### config.mk
export PLATFORM = sky130hd
export DESIGN_NAME = iterative_muldiv
export DESIGN_NICKNAME = d
export VERILOG_FILES = /design/src/rtl/iterative_muldiv_pkg.sv /design/src/rtl/iterative_muldiv_step.sv /design/src/rtl/iterative_muldiv.sv
export SDC_FILE = /design/constraint.sdc
export NUM_CORES = 1
export LEC_CHECK = 0
export ABC_AREA = 1
export BUFFER_PORTS_ARGS = -buffer_cell sky130_fd_sc_hd__clkbuf_2
export CORE_MARGIN = 3
export CORE_UTILIZATION = 50
export DETAILED_ROUTE_END_ITERATION = 12
export GPL_TIMING_DRIVEN = 0
export PLACE_DENSITY = 0.71
export SLEW_MARGIN = 15
export SYNTH_ARGS = -nofsm -noshare
export SYNTH_HDL_FRONTEND = slang
export SYNTH_HIERARCHICAL = 1
export SYNTH_SLANG_ARGS = --single-unit
### constraint.sdc
create_clock -name Clk -period 9.15 [get_ports Clk]
set_clock_uncertainty 0.15 [all_clocks]
set_input_delay 0.915 -clock Clk [delete_from_list [all_inputs] [get_ports Clk]]
set_output_delay 0.915 -clock Clk [all_outputs]
set_load 0.01 [all_outputs]
### src/rtl/iterative_muldiv_pkg.sv
// Shared constants for the iterative multiply/divide unit: flag bit positions,
// operation encodings and FSM state encodings.
package iterative_muldiv_pkg;

  localparam int DivisionHasRemainderIdx   = 0;
  localparam int DivisionByZeroIdx         = 1;
  localparam int MultiplicationOverflowIdx = 2;
  localparam int ZeroIdx                   = 3;

  localparam logic [1:0] OpSignedDiv   = 2'd0;
  localparam logic [1:0] OpSignedMul   = 2'd1;
  localparam logic [1:0] OpUnsignedDiv = 2'd2;
  localparam logic [1:0] OpUnsignedMul = 2'd3;

  localparam logic [1:0] StateIdle = 2'd0;
  localparam logic [1:0] StateRun  = 2'd1;
  localparam logic [1:0] StateDone = 2'd2;

  function automatic logic opIsMul(input logic [1:0] op);
    return op[0];
  endfunction

  function automatic logic opIsSigned(input logic [1:0] op);
    return !op[1];
  endfunction

endpackage

### src/rtl/iterative_muldiv_step.sv
// One combinational iteration: shift-add multiply step or restoring-divide step.
// Zero latency; no handshake.
module muldiv_step #(
  parameter int L = 16
) (
  input  logic         isDiv,
  input  logic [L-1:0] acc,
  input  logic [L-1:0] operand,
  input  logic [L-1:0] part,
  output logic [L-1:0] accNext,
  output logic [L-1:0] partNext
);

  logic [L:0]   sum;
  logic [L:0]   shifted;
  logic [L-1:0] diff;

  always_comb begin
    sum      = {1'b0, acc} + {1'b0, operand};
    shifted  = {acc, part[L-1]};
    // acc < operand always holds, so the true difference fits in L bits
    diff     = shifted[L-1:0] - operand;
    accNext  = acc;
    partNext = part;
    if (isDiv) begin
      if (shifted >= {1'b0, operand}) begin
        accNext  = diff;
        partNext = {part[L-2:0], 1'b1};
      end else begin
        accNext  = shifted[L-1:0];
        partNext = {part[L-2:0], 1'b0};
      end
    end else if (part[0]) begin
      accNext  = sum[L:1];
      partNext = {sum[0], part[L-1:1]};
    end else begin
      accNext  = {1'b0, acc[L-1:1]};
      partNext = {acc[0], part[L-1:1]};
    end
  end

endmodule

### src/rtl/iterative_muldiv.sv
// Iterative signed/unsigned multiply and divide, one bit per cycle; result valid L+1
// cycles after accept (1 for divide by zero). One request in flight; DONE holds until OutReady.
module iterative_muldiv
  import iterative_muldiv_pkg::*;
#(
  parameter int L = 16
) (
  input  logic         Clk,
  input  logic         ResetN,
  input  logic [1:0]   Operation,
  input  logic [L-1:0] A,
  input  logic [L-1:0] B,
  input  logic [L-1:0] FlagsIn,
  input  logic         InValid,
  output logic         InReady,
  output logic         OutValid,
  input  logic         OutReady,
  input  logic         Flush,
  output logic [L-1:0] R,
  output logic [L-1:0] R2,
  output logic [L-1:0] FlagsOut
);

  localparam int CW = $clog2(L + 1);

  logic [1:0]   state;
  logic [CW-1:0] cnt;
  logic [1:0]   opReg;
  logic [L-1:0] acc, opB, part, flagsLat;
  logic         negRes, negRem;
  logic [L-1:0] accNext, partNext;

  muldiv_step #(.L(L)) uStep (
    .isDiv   (!opIsMul(opReg)),
    .acc     (acc),
    .operand (opB),
    .part    (part),
    .accNext (accNext),
    .partNext(partNext)
  );

  // Request-side decode
  logic         inSigned, divZero;
  logic [L-1:0] aAbs, bAbs, zeroFlags;

  always_comb begin
    inSigned  = opIsSigned(Operation);
    aAbs      = (inSigned && A[L-1]) ? -A : A;
    bAbs      = (inSigned && B[L-1]) ? -B : B;
    divZero   = !opIsMul(Operation) && (B == '0);
    zeroFlags = FlagsIn;
    zeroFlags[DivisionHasRemainderIdx] = 1'b0;
    zeroFlags[DivisionByZeroIdx]       = 1'b1;
  end

  // Final result, valid on the last RUN cycle
  logic [2*L-1:0] prod, prodS;
  logic           mulOvf;
  logic [L-1:0]   resR, resR2, resFlags;

  always_comb begin
    prod     = {accNext, partNext};
    prodS    = negRes ? -prod : prod;
    mulOvf   = opIsSigned(opReg) ? !((&prodS[2*L-1:L-1]) || !(|prodS[2*L-1:L-1]))
                                 : (|prod[2*L-1:L]);
    resFlags = flagsLat;
    if (opIsMul(opReg)) begin
      resR  = prodS[L-1:0];
      resR2 = prodS[2*L-1:L];
      resFlags[MultiplicationOverflowIdx] = mulOvf;
    end else begin
      resR  = negRes ? -partNext : partNext;
      resR2 = negRem ? -accNext : accNext;
      resFlags[DivisionHasRemainderIdx] = |accNext;
      resFlags[DivisionByZeroIdx]       = 1'b0;
    end
  end

  always_ff @(posedge Clk or negedge ResetN) begin
    if (!ResetN) begin
      state    <= StateIdle;
      cnt      <= '0;
      opReg    <= '0;
      acc      <= '0;
      opB      <= '0;
      part     <= '0;
      flagsLat <= '0;
      negRes   <= 1'b0;
      negRem   <= 1'b0;
      R        <= '0;
      R2       <= '0;
      FlagsOut <= '0;
    end else if (Flush) begin
      state <= StateIdle;
      cnt   <= '0;
    end else begin
      case (state)
        StateIdle: begin
          if (InValid) begin
            opReg    <= Operation;
            flagsLat <= FlagsIn;
            negRes   <= inSigned && (A[L-1] ^ B[L-1]);
            negRem   <= inSigned && !opIsMul(Operation) && A[L-1];
            acc      <= '0;
            part     <= aAbs;
            opB      <= bAbs;
            if (divZero) begin
              state    <= StateDone;
              R        <= '0;
              R2       <= A;
              FlagsOut <= zeroFlags;
            end else begin
              state <= StateRun;
              cnt   <= CW'(L);
            end
          end
        end
        StateRun: begin
          acc  <= accNext;
          part <= partNext;
          cnt  <= cnt - CW'(1);
          if (cnt == CW'(1)) begin
            state    <= StateDone;
            R        <= resR;
            R2       <= resR2;
            FlagsOut <= resFlags;
          end
        end
        StateDone: begin
          if (OutReady) state <= StateIdle;
        end
        default: state <= StateIdle;
      endcase
    end
  end

  assign InReady  = (state == StateIdle);
  assign OutValid = (state == StateDone);

endmodule

==> results of run 1 <==
-- critical path: cells and delay by family, from the launching register on --
family	cells	cell delay, ps
AO/OA/AOI/OAI	2	360
adder cells (fa/ha/maj)	1	250
buffers and inverters	6	1970
flip-flops	1	400
AND/OR/NAND/NOR	15	1470
-- registers in the layout, summed over array words and instances (netlist names), 5 cells and up --
signal	count
FlagsOut	16
flagsLat	16
part	16
R2	16
acc	16
cnt	5
opB	16
R	16
-- metal layers --
metal	part of all wire [%]	vias to the layer above	track usage, %	wire [µm]
met5	0	-	0	0
met4	2.9	0	9.55	1080
met3	13	97	10.1	4740
met2	42	630	50.3	15700
met1	43	5096	49.5	16200
li1	-	5344	-	-
-- area by class of cell --
type	instances	area (µm²)	share of cell area [%]
timing repair buffer	105	557	4.87
sequential	123	3080	26.9
multi-input combinational	1194	5890	51.5
buffer	52	243	2.12
inverter	197	739	6.47
clock buffer	17	425	3.72
tap	260	325	2.85
clock inverter	15	179	1.57
-- worst max path at each step --
stage	start	end	cells past startpoint
floorplan	acc[12]$_DFFE_PN0P_	FlagsOut[2]$_DFFE_PN0P_	27
global placement	part[15]$_DFFE_PN0P_	FlagsOut[2]$_DFFE_PN0P_	28
detailed placement	part[15]$_DFFE_PN0P_	FlagsOut[2]$_DFFE_PN0P_	28
CTS	opReg[0]$_DFFE_PN0P_	FlagsOut[2]$_DFFE_PN0P_	24
global route	opReg[0]$_DFFE_PN0P_	FlagsOut[2]$_DFFE_PN0P_	24
finish	opReg[0]$_DFFE_PN0P_	FlagsOut[2]$_DFFE_PN0P_	24
-- metrics by stage --
stage | setup slack (ps) | instances | area [µm²] | utilization (%) | hold slack [ps]
2_1_floorplan | 5800 | 1566 | 9950 | - | 294
3_3_place_gp | 4640 | 1930 | 10800 | 56.4 | 312
5_1_grt | 4190 | 1963 | 11400 | 59.7 | 242
6_report | 4390 | 1963 | 11400 | 59.7 | 229
3_5_place_dp | 4630 | 1931 | 10800 | 56.6 | 315
4_1_cts | 4620 | 1963 | 11400 | 59.7 | 231
-- placed cells by master (no fill, tap or decap), drive strengths merged, types with 6 or more instances in the layout --
cell type  count
a21oi         66
a22o           6
a31oi         26
buf           21
clkbuf       153
dfrtp        123
ha            38
inv          205
nand2        503
nand3        124
nand3b         7
nand4         15
nor2         177
nor3          14
o211ai        11
o21ai        119
o22ai         11
o31ai          8
xnor2         11
xor2          34
-- logic make-up after synthesis --
kind of cell | share of synthesized area [%]
buffers and inverters | 9.88
xor gates and xnor gates | 3.96
DFF | 30.9
adders and majority gates | 5.18
and+or+nand+nor | 35.1
AOI/OAI and AO/OA | 14.9
==> impl_metrics.ini, run 1 <==
[run_status]
status = completed

[grt]
antenna_found_initial = 0
grt_pass1_vias = 10100
gr-total-overflow = 0
grt_max_degree = 94
grt_pass1_wl_mm = 57.5
grt_usage_pct = 34.3

[sta]
fmax_mhz = 210
finalCritPeriodShare_pct = 52.0
tightest_slew_ps = 1040
timing.final.max_slew_violations = 0
hold_viol = 0
rsz0062_at_grt = no
final.setup.tns_ps = 0
fin_crit_ps = 4760
setup_violations = 0
slew_headroom_pct = 30.0

[route]
drc = 0
first_iter_violations = 1293
finalWirelength_mm = 37.7
wl_per_cell_um = 19.2
drtPass1Iterations = 6
dr_total_vias = 11200
ant_nets = 0
vias_per_cell = 5.69

[cts]
cts_tree = done
cts.root.buffer_cell = clkbuf_16
clock_sinks = 123
path_clk_slew_ps = 70
cts-htree-levels = 4
post_cts_buffers = 0
ctsHoldBuffers = 0
cts_max_path_buffers = 2
insertion_delay_ps = 420
cts.repair.resized = 0
cts_buffers = 17

[die]
start_util_pct = 52.0
num_rows = 50
coreArea_mm2 = 0.0191
ioPinCount = 105
dieArea_mm2 = 0.0216
die_h_um = 147
die_w_um = 147

[placed_design]
gp_congestion = 1.01
detailed_place_hpwl_mm = 29.7
portBuffers = 104

[synth]
synth_most_common_cell = nand2_1
synth_seq_cells = 123
synthArstFlopShare_pct = 100
ys_types = 49
ys_seq_area_share_pct = 30.9
yosysTopAreaCell = dfrtp_1
synthCells = 1566
avgSynthCellArea_um2 = 6.35
synth_area_mm2 = 0.00995
ys.flop_type = dfrtp_1
synth_common_cells = nand2_1, inv_1, nor2_1
yosys-top-cells-area = dfrtp_1, nand2_1, inv_1
syn-num-nets = 1661
yosysTopAreaCellShare_pct = 30.9
yosysWarnings = 6
synth_edf_count = 0

[worst_setup_path]
crit_chain = inv_1 -> clkbuf_1 -> buf_2 -> buf_1 -> nand2_1 -> o21ai_0 -> inv_1 -> ha_1 -> nand3_1 -> nor2_2 -> nand2_1 -> nand2_2 -> nand2_1 -> nand2_1 -> inv_1 -> nand2_1 -> nor2_1 -> nand2_1 -> nor2_1 -> nand2_1 -> nand3_1 -> nand2_1 -> nand2_1 -> a21oi_2
critPathMaxStageDelay_ps = 580
regToRegEndpoint = FlagsOut[2]$_DFFE_PN0P_
startpoint_type = register
cpMostUsedCell = nand2_1
end_kind = register
reg2regPathDepth = 24
criticalPathCategory = reg2reg
rrSetupSlack_ps = 4390
required_ps = 9310
cp_max_fo = 13
r2r_start = opReg[0]$_DFFE_PN0P_
cpMaxStageDelayCell = clkbuf_1
crit_arrival_ps = 4920

[finish]
fillCellCount = 1948
drive_above_1_share_pct = 10.6
area_delta_synth_final_pct = 14.9
n_antenna_cell = 0
nNetsFinal = 1785

[worst_hold_path]
hp-class = in2async

[run]
maxCapViolations = 0
Power of run 1 is left out: the tool's default activity adds up to more than one toggle a clock period on the data nets, which glitch-free logic cannot reach.
==> run 2, diff against run 1 <==
ABC_AREA = 0   (was 1)
clock period = 4.8 ns   (was 9.15 ns; I/O delays follow)
==> run 2 against run 1 <==
The run now ends with setup timing left. Die area is 3.2% lower. Setup slack worse by 4500 ps. Clock-buffer cell count grew 1. Critical endpoint unchanged. Synthesized cell count decreased by 22%. Final area grew 3.9%. First-iteration DRC count is 25% lower. Worst hold slack lost 150 ps. Non-clock buffer count increased by 58. Sequential share of layout area shrank 0.94 points. Global-route usage decreased by 3.3 points. Critical path depth decreased by 6.
==> impl_metrics.ini, run 2 <==
[run_status]
status = finished with violations
violations = setup timing

[worst_setup_path]
startpoint_type = register
cp_max_fo = 4
rrSetupSlack_ps = -130
reg2regPathDepth = 18
r2r_start = opB[12]$_DFFE_PN0P_
endpoint = FlagsOut[2]$_DFFE_PN0P_
required_ps = 4950
crit_arrival_ps = 5080
end_kind = register
cp-startpoint = opB[12]$_DFFE_PN0P_
criticalPathCategory = reg2reg
regToRegEndpoint = FlagsOut[2]$_DFFE_PN0P_

[cts]
cts_buffers = 17
clock_sinks = 123
cts.root.buffer_cell = clkbuf_16
cts_tree = done
path_clk_slew_ps = 70
cts-htree-levels = 4
insertion_delay_ps = 420
cts_max_path_buffers = 2

[synth]
ys.flop_type = dfrtp_1
yosys-top-cells-area = dfrtp_1, nand2_1, o21ai_0
synth_edf_count = 0
ys_types = 84
yosysWarnings = 6
yosysTopAreaCell = dfrtp_1
avgSynthCellArea_um2 = 7.91
synthCells = 1215
yosysTopAreaCellShare_pct = 32.0
syn-num-nets = 1310
synthArstFlopShare_pct = 100
synth_most_common_cell = nand2_1
synth_area_mm2 = 0.00962
synth_common_cells = nand2_1, dfrtp_1, o21ai_0
synth_seq_cells = 123
ys_seq_area_share_pct = 32.0

[finish]
drive_above_1_share_pct = 21.6
area_delta_synth_final_pct = 23.6
seq_area_mm2 = 0.00309
layout_common_cells = nand2_1, dfrtp_1, o21ai_0
n_antenna_cell = 0
fillCellCount = 1644
fin_util_pct = 63.3
stdcell_count = 1620
multi_input_area_mm2 = 0.00648
final_common_cell = nand2_1
nNetsFinal = 1468

[route]
drc = 0
dr_total_vias = 10100
first_iter_violations = 970
wl_per_cell_um = 20.3
vias_per_cell = 6.25
ant_nets = 0
finalWirelength_mm = 32.8
drtPass1Iterations = 5

[sta]
hold_ws_ps = 82.4
tightest_slew_ps = 818
timing.final.max_slew_violations = 0
layout_setup_ws_ps = -134
fin_crit_ps = 4930
hold_viol = 0
setup_violations = 2
finalCritPeriodShare_pct = 103
rsz0062_at_grt = yes
fmax_mhz = 203
slew_headroom_pct = 45.2

[grt]
antenna_found_initial = 0
grt_max_degree = 71
grt_pass1_wl_mm = 50.6
gr-total-overflow = 0
grt_usage_pct = 31.0
grt_pass1_vias = 9546

[power_and_ir_drop]
power_uw = 10600
p_per_area_mw_per_mm2 = 889
power.leakage_uw = 0.00530
vdd_drop_max_uv = 473

[die]
start_util_pct = 51.2
die_h_um = 145
dieArea_mm2 = 0.0209
die_w_um = 145
ioPinCount = 105
coreArea_mm2 = 0.0188
num_rows = 50

[placed_design]
detailed_place_hpwl_mm = 23.4
portBuffers = 103
gp_congestion = 1.01
post-place-cells = 1553

[run]
maxCapViolations = 0

[worst_hold_path]
hp-class = in2reg
==> run 2: changes by cell type after synthesis, sizes merged, moves of 16 or more <==
cell	delta
o31ai	+20
xnor2	+23
a211oi	+22
inv	-152
nand3	-106
or3	+16
nand2	-273
a21o	+19
clkbuf	+33
mux2i	+30
nor2	-102
nor2b	+17
==> run 2: how the worst min path moves through the flow <==
| stage | depth (start not counted) | slack (ps) | endpoint | from |
|---|---|---|---|---|
| after floorplan | 0 | 30 | FlagsOut[0]$_DFFE_PN0P_ | ResetN |
| after global placement | 2 | 310 | flagsLat[11]$_DFFE_PN0P_ | flagsLat[11]$_DFFE_PN0P_ |
| after detailed placement | 2 | 310 | flagsLat[10]$_DFFE_PN0P_ | flagsLat[10]$_DFFE_PN0P_ |
| after CTS | 2 | 80 | state[1]$_DFFE_PN0P_ | OutReady |
| after global routing | 2 | 80 | state[1]$_DFFE_PN0P_ | OutReady |
| final | 2 | 80 | state[1]$_DFFE_PN0P_ | OutReady |
==> run 2: cells by family (layout without fill, tap and decap cells) <==
| group | Yosys count | in the layout | synth area share (%) |
|---|---|---|---|
| buffers and inverters | 122 | 293 | 4.91 |
| XOR/XNOR | 69 | 69 | 6.28 |
| adder cells (fa/ha/maj) | 40 | 40 | 5.36 |
| AO/OA/AOI/OAI | 357 | 357 | 24.3 |
| AND/OR/NAND/NOR | 459 | 459 | 22.3 |
| multiplexers | 45 | 45 | 4.88 |
| flip-flops | 123 | 123 | 32.0 |
==> run 2: per-layer routing <==
layer	vias up	share of wire (%)	track usage, %
met3	99	9.2	6.08
met2	525	46	49.0
met5	-	0	0
met4	0	3.1	10.7
li1	4662	-	-
met1	4840	41	42.9
==> run 2: critical path, stage by stage, from the launching register on <==
cell	delay, ps
dfrtp_2	450
inv_2	90
ha_4	200
a21o_1	200
a21o_1	160
a211o_1	330
nand4b_1	230
nand2_2	140
nor2_4	60
a21o_1	240
buf_6	150
or4_4	530
or4_4	620
buf_12	160
or4_4	410
a211oi_2	220
o211ai_1	160
nor4_2	210
nor3b_2	100
==> run 2: power by group <==
part           internal [µW]  switching, µW  leakage, µW
sequential              1490            435      0.00156
combinational           2860           4350      0.00343
clock                    884            549     0.000305
==> run 2: area by class of cell <==
cell class                 instances  area share (%)
sequential                       123            26.0
tap                              234            2.46
buffer                            67            2.55
inverter                          46            1.45
clock inverter                    14            1.75
timing repair buffer             148            7.65
multi-input combinational        970            54.5
clock buffer                      18            3.61
==> run 2: timing repair <==
item                                    CTS  global route
cloned                                    0             0
pin swaps                                18            26
endpoints found under the setup margin   15            10
gates resized for setup                  60            62
endpoints found under the hold margin    53             0
hold buffers                              1             0
setup buffers                            20            23
==> run 2: through the flow <==
step           setup TNS [ps]  setup WS, ps  cell area, µm²
3_3_place_gp            -4820          -927           10500
2_1_floorplan               0          55.5            9640
4_1_cts                     0          3.68           11500
5_1_grt                  -495          -183           11900
6_report                 -234          -134           11900
3_5_place_dp            -4870          -923           10500
Note: power is estimated with default switching activity, not from simulation.
==> run 3, diff against run 2 <==
CORE_ASPECT_RATIO = 1.1   (was unset)
CORE_UTILIZATION = 45   (was 50)
PLACE_DENSITY = 0.65   (was 0.71)
==> run 3 against run 2 <==
The run now ends clean. Register-to-register slack improved by 190 ps. Critical path depth decreased by 2. Fmax increased by 4.0%. Final cell count increased by 3.2%. Setup slack improved by 190 ps. First-iteration DRC count increased by 8.1%. Non-clock buffer count increased by 2. Final area increased by 0.28%. Sequential share of layout area decreased by 0.053 points. Clock power decreased by 13%.
==> impl_metrics.ini, run 3 (synthesis gave the netlist of run 2 again) <==
[power_and_ir_drop]
pwr-share-clk_pct = 12.0
pwr-share-comb_pct = 69.6
power.switching_uw = 5320
p_int_uw = 5130
power_uw = 10400
seqPwrFrac_pct = 18.4
swShare_pct = 50.9
p_per_area_mw_per_mm2 = 877
power.leakage_uw = 0.00525
vdd_drop_max_uv = 405

[worst_setup_path]
critPathMaxStageDelay_ps = 580
cp_max_fo = 7
startpoint_type = register
rrSetupSlack_ps = 60
cpMaxStageDelayCell = or4_4
crit_buf_inv = 1
crit_arrival_ps = 4900
crit_chain = inv_2 -> ha_4 -> a21o_1 -> a21o_1 -> a211o_1 -> nand4b_1 -> nand2_2 -> nor2_4 -> a21o_4 -> or4_4 -> or4_4 -> or4_4 -> a31oi_2 -> xnor2_1 -> mux2i_1 -> o21ai_1
criticalPathCategory = reg2reg
r2r_start = opB[12]$_DFFE_PN0P_
path_delay_family = simple AND/OR/NAND/NOR gates
regToRegEndpoint = R2[15]$_DFFE_PN0P_
required_ps = 4950
cp.depth = 16
end_kind = register
cpMostUsedCell = or4_4
reg2regPathDepth = 16

[die]
start_util_pct = 46.3
die_h_um = 159
die_w_um = 145
ioPinCount = 105
coreArea_mm2 = 0.0208
num_rows = 55
dieArea_mm2 = 0.0232

[grt]
grt_pass1_wl_mm = 53.0
grt_max_degree = 96
grt_pass1_vias = 9694
gr-total-overflow = 0
grt_usage_pct = 28.4
antenna_found_initial = 0

[finish]
area_delta_synth_final_pct = 23.9
n_antenna_cell = 0
seq_area_mm2 = 0.00309
final_common_cell = nand2_1
layout_common_cells = nand2_1, o21ai_0, dfrtp_1
fin_util_pct = 57.3
fillCellCount = 1989
nNetsFinal = 1470
drive_above_1_share_pct = 22.5
multi_input_area_mm2 = 0.00651
postLayoutCellArea_mm2 = 0.0119

[sta]
tightest_slew_ps = 889
finalCritPeriodShare_pct = 98.8
fin_crit_ps = 4740
hold_viol = 0
timing.final.max_slew_violations = 0
final.setup.tns_ps = 0
slew_headroom_pct = 40.7
fmax_mhz = 211
hold_ws_ps = 81.4
rsz0062_at_grt = yes
setup_violations = 0

[route]
routed-wl-met2_mm = 15.7
ant_nets = 0
wl_per_cell_um = 20.0
drc = 0
vias_per_cell = 5.99
first_iter_violations = 1049
wl_met1_mm = 14.1
dr.max_layer_used = met4
finalWirelength_mm = 33.5
wl_met3_mm = 2.51
dr_total_vias = 10000
drtPass1Iterations = 5

[worst_hold_path]
hold_start = OutReady
min_to = state[1]$_DFFE_PN0P_
min_delay_path_depth = 2
hp-class = in2reg

[cts]
cts_tree = done
insertion_delay_ps = 430
cts_max_path_buffers = 2
clock_sinks = 123
path_clk_slew_ps = 60
cts_buffers = 17
cts-htree-levels = 4
cts.root.buffer_cell = clkbuf_16

[run_status]
status = completed

[placed_design]
placed_area_mm2 = 0.0106
portBuffers = 103
detailed_place_hpwl_mm = 24.4
gp_congestion = 0.972

[run]
maxCapViolations = 0
## run 3: changes by cell type in the layout (fill, tap and decap cells not counted), sizes merged
cell,change
inv,-2
buf,+1
bufinv,-3
clkinv,+3
clkinvlp,+2
## run 3: how the worst max path moves through the flow
stage                                   start                       to
after floorplan            opB[1]$_DFFE_PN0P_  FlagsOut[2]$_DFFE_PN0P_
after global placement     opB[1]$_DFFE_PN0P_  FlagsOut[2]$_DFFE_PN0P_
after detailed placement   opB[1]$_DFFE_PN0P_  FlagsOut[2]$_DFFE_PN0P_
after CTS                  acc[5]$_DFFE_PN0P_  FlagsOut[2]$_DFFE_PN0P_
after global routing      opB[12]$_DFFE_PN0P_       R2[15]$_DFFE_PN0P_
final                     opB[12]$_DFFE_PN0P_       R2[15]$_DFFE_PN0P_
## run 3: worst register-to-register path, stage by stage (launching register included)
cell      delay, ps
dfrtp_2         440
inv_2            80
ha_4            210
a21o_1          180
a21o_1          180
a211o_1         320
nand4b_1        240
nand2_2         150
nor2_4           60
a21o_4          230
or4_4           580
or4_4           490
or4_4           530
a31oi_2         230
xnor2_1         130
mux2i_1         320
o21ai_1         100
## run 3: per-layer routing
metal | vias to the layer above | GRT usage (%)
li1 | 4671 | -
met1 | 4840 | 36.7
met2 | 412 | 46.4
met3 | 88 | 6.46
met4 | 0 | 11.1
met5 | - | 0
## run 3: layout make-up
type	instances	area share, %
inverters	46	1.48
well taps	285	2.99
multi-input cells	970	54.6
repair buffers	150	7.72
plain buffers	67	2.54
clock inverters	14	1.14
flip-flops and latches	123	25.9
clock buffers	17	3.57
## run 3: through the flow
| stage | setup slack (ps) | std cells |
|---|---|---|
| finish | 57.8 | 1672 |
| global route | -57.0 | 1672 |
| CTS | 2.82 | 1660 |
| detailed placement | -1040 | 1604 |
| global placement | -965 | 1603 |
| floorplan | 55.5 | 1215 |
## run 3: power groups by stage
stage          clock (µW)  combinational [µW]  sequential (µW)
5_1_grt              1310                7870             1970
3_5_place_dp            0                5910             1900
4_1_cts              1260                6700             1890
2_1_floorplan           0                4230             1840
6_report             1250                7270             1930
3_3_place_gp            0                5830             1890
## run 3: repair_timing
item | in CTS | in global routing
pin swaps | 25 | 19
hold endpoints to repair | 28 | 0
setup buffers | 32 | 13
gates resized for setup | 71 | 58
setup endpoints to repair | 15 | 11
hold buffers | 1 | 0
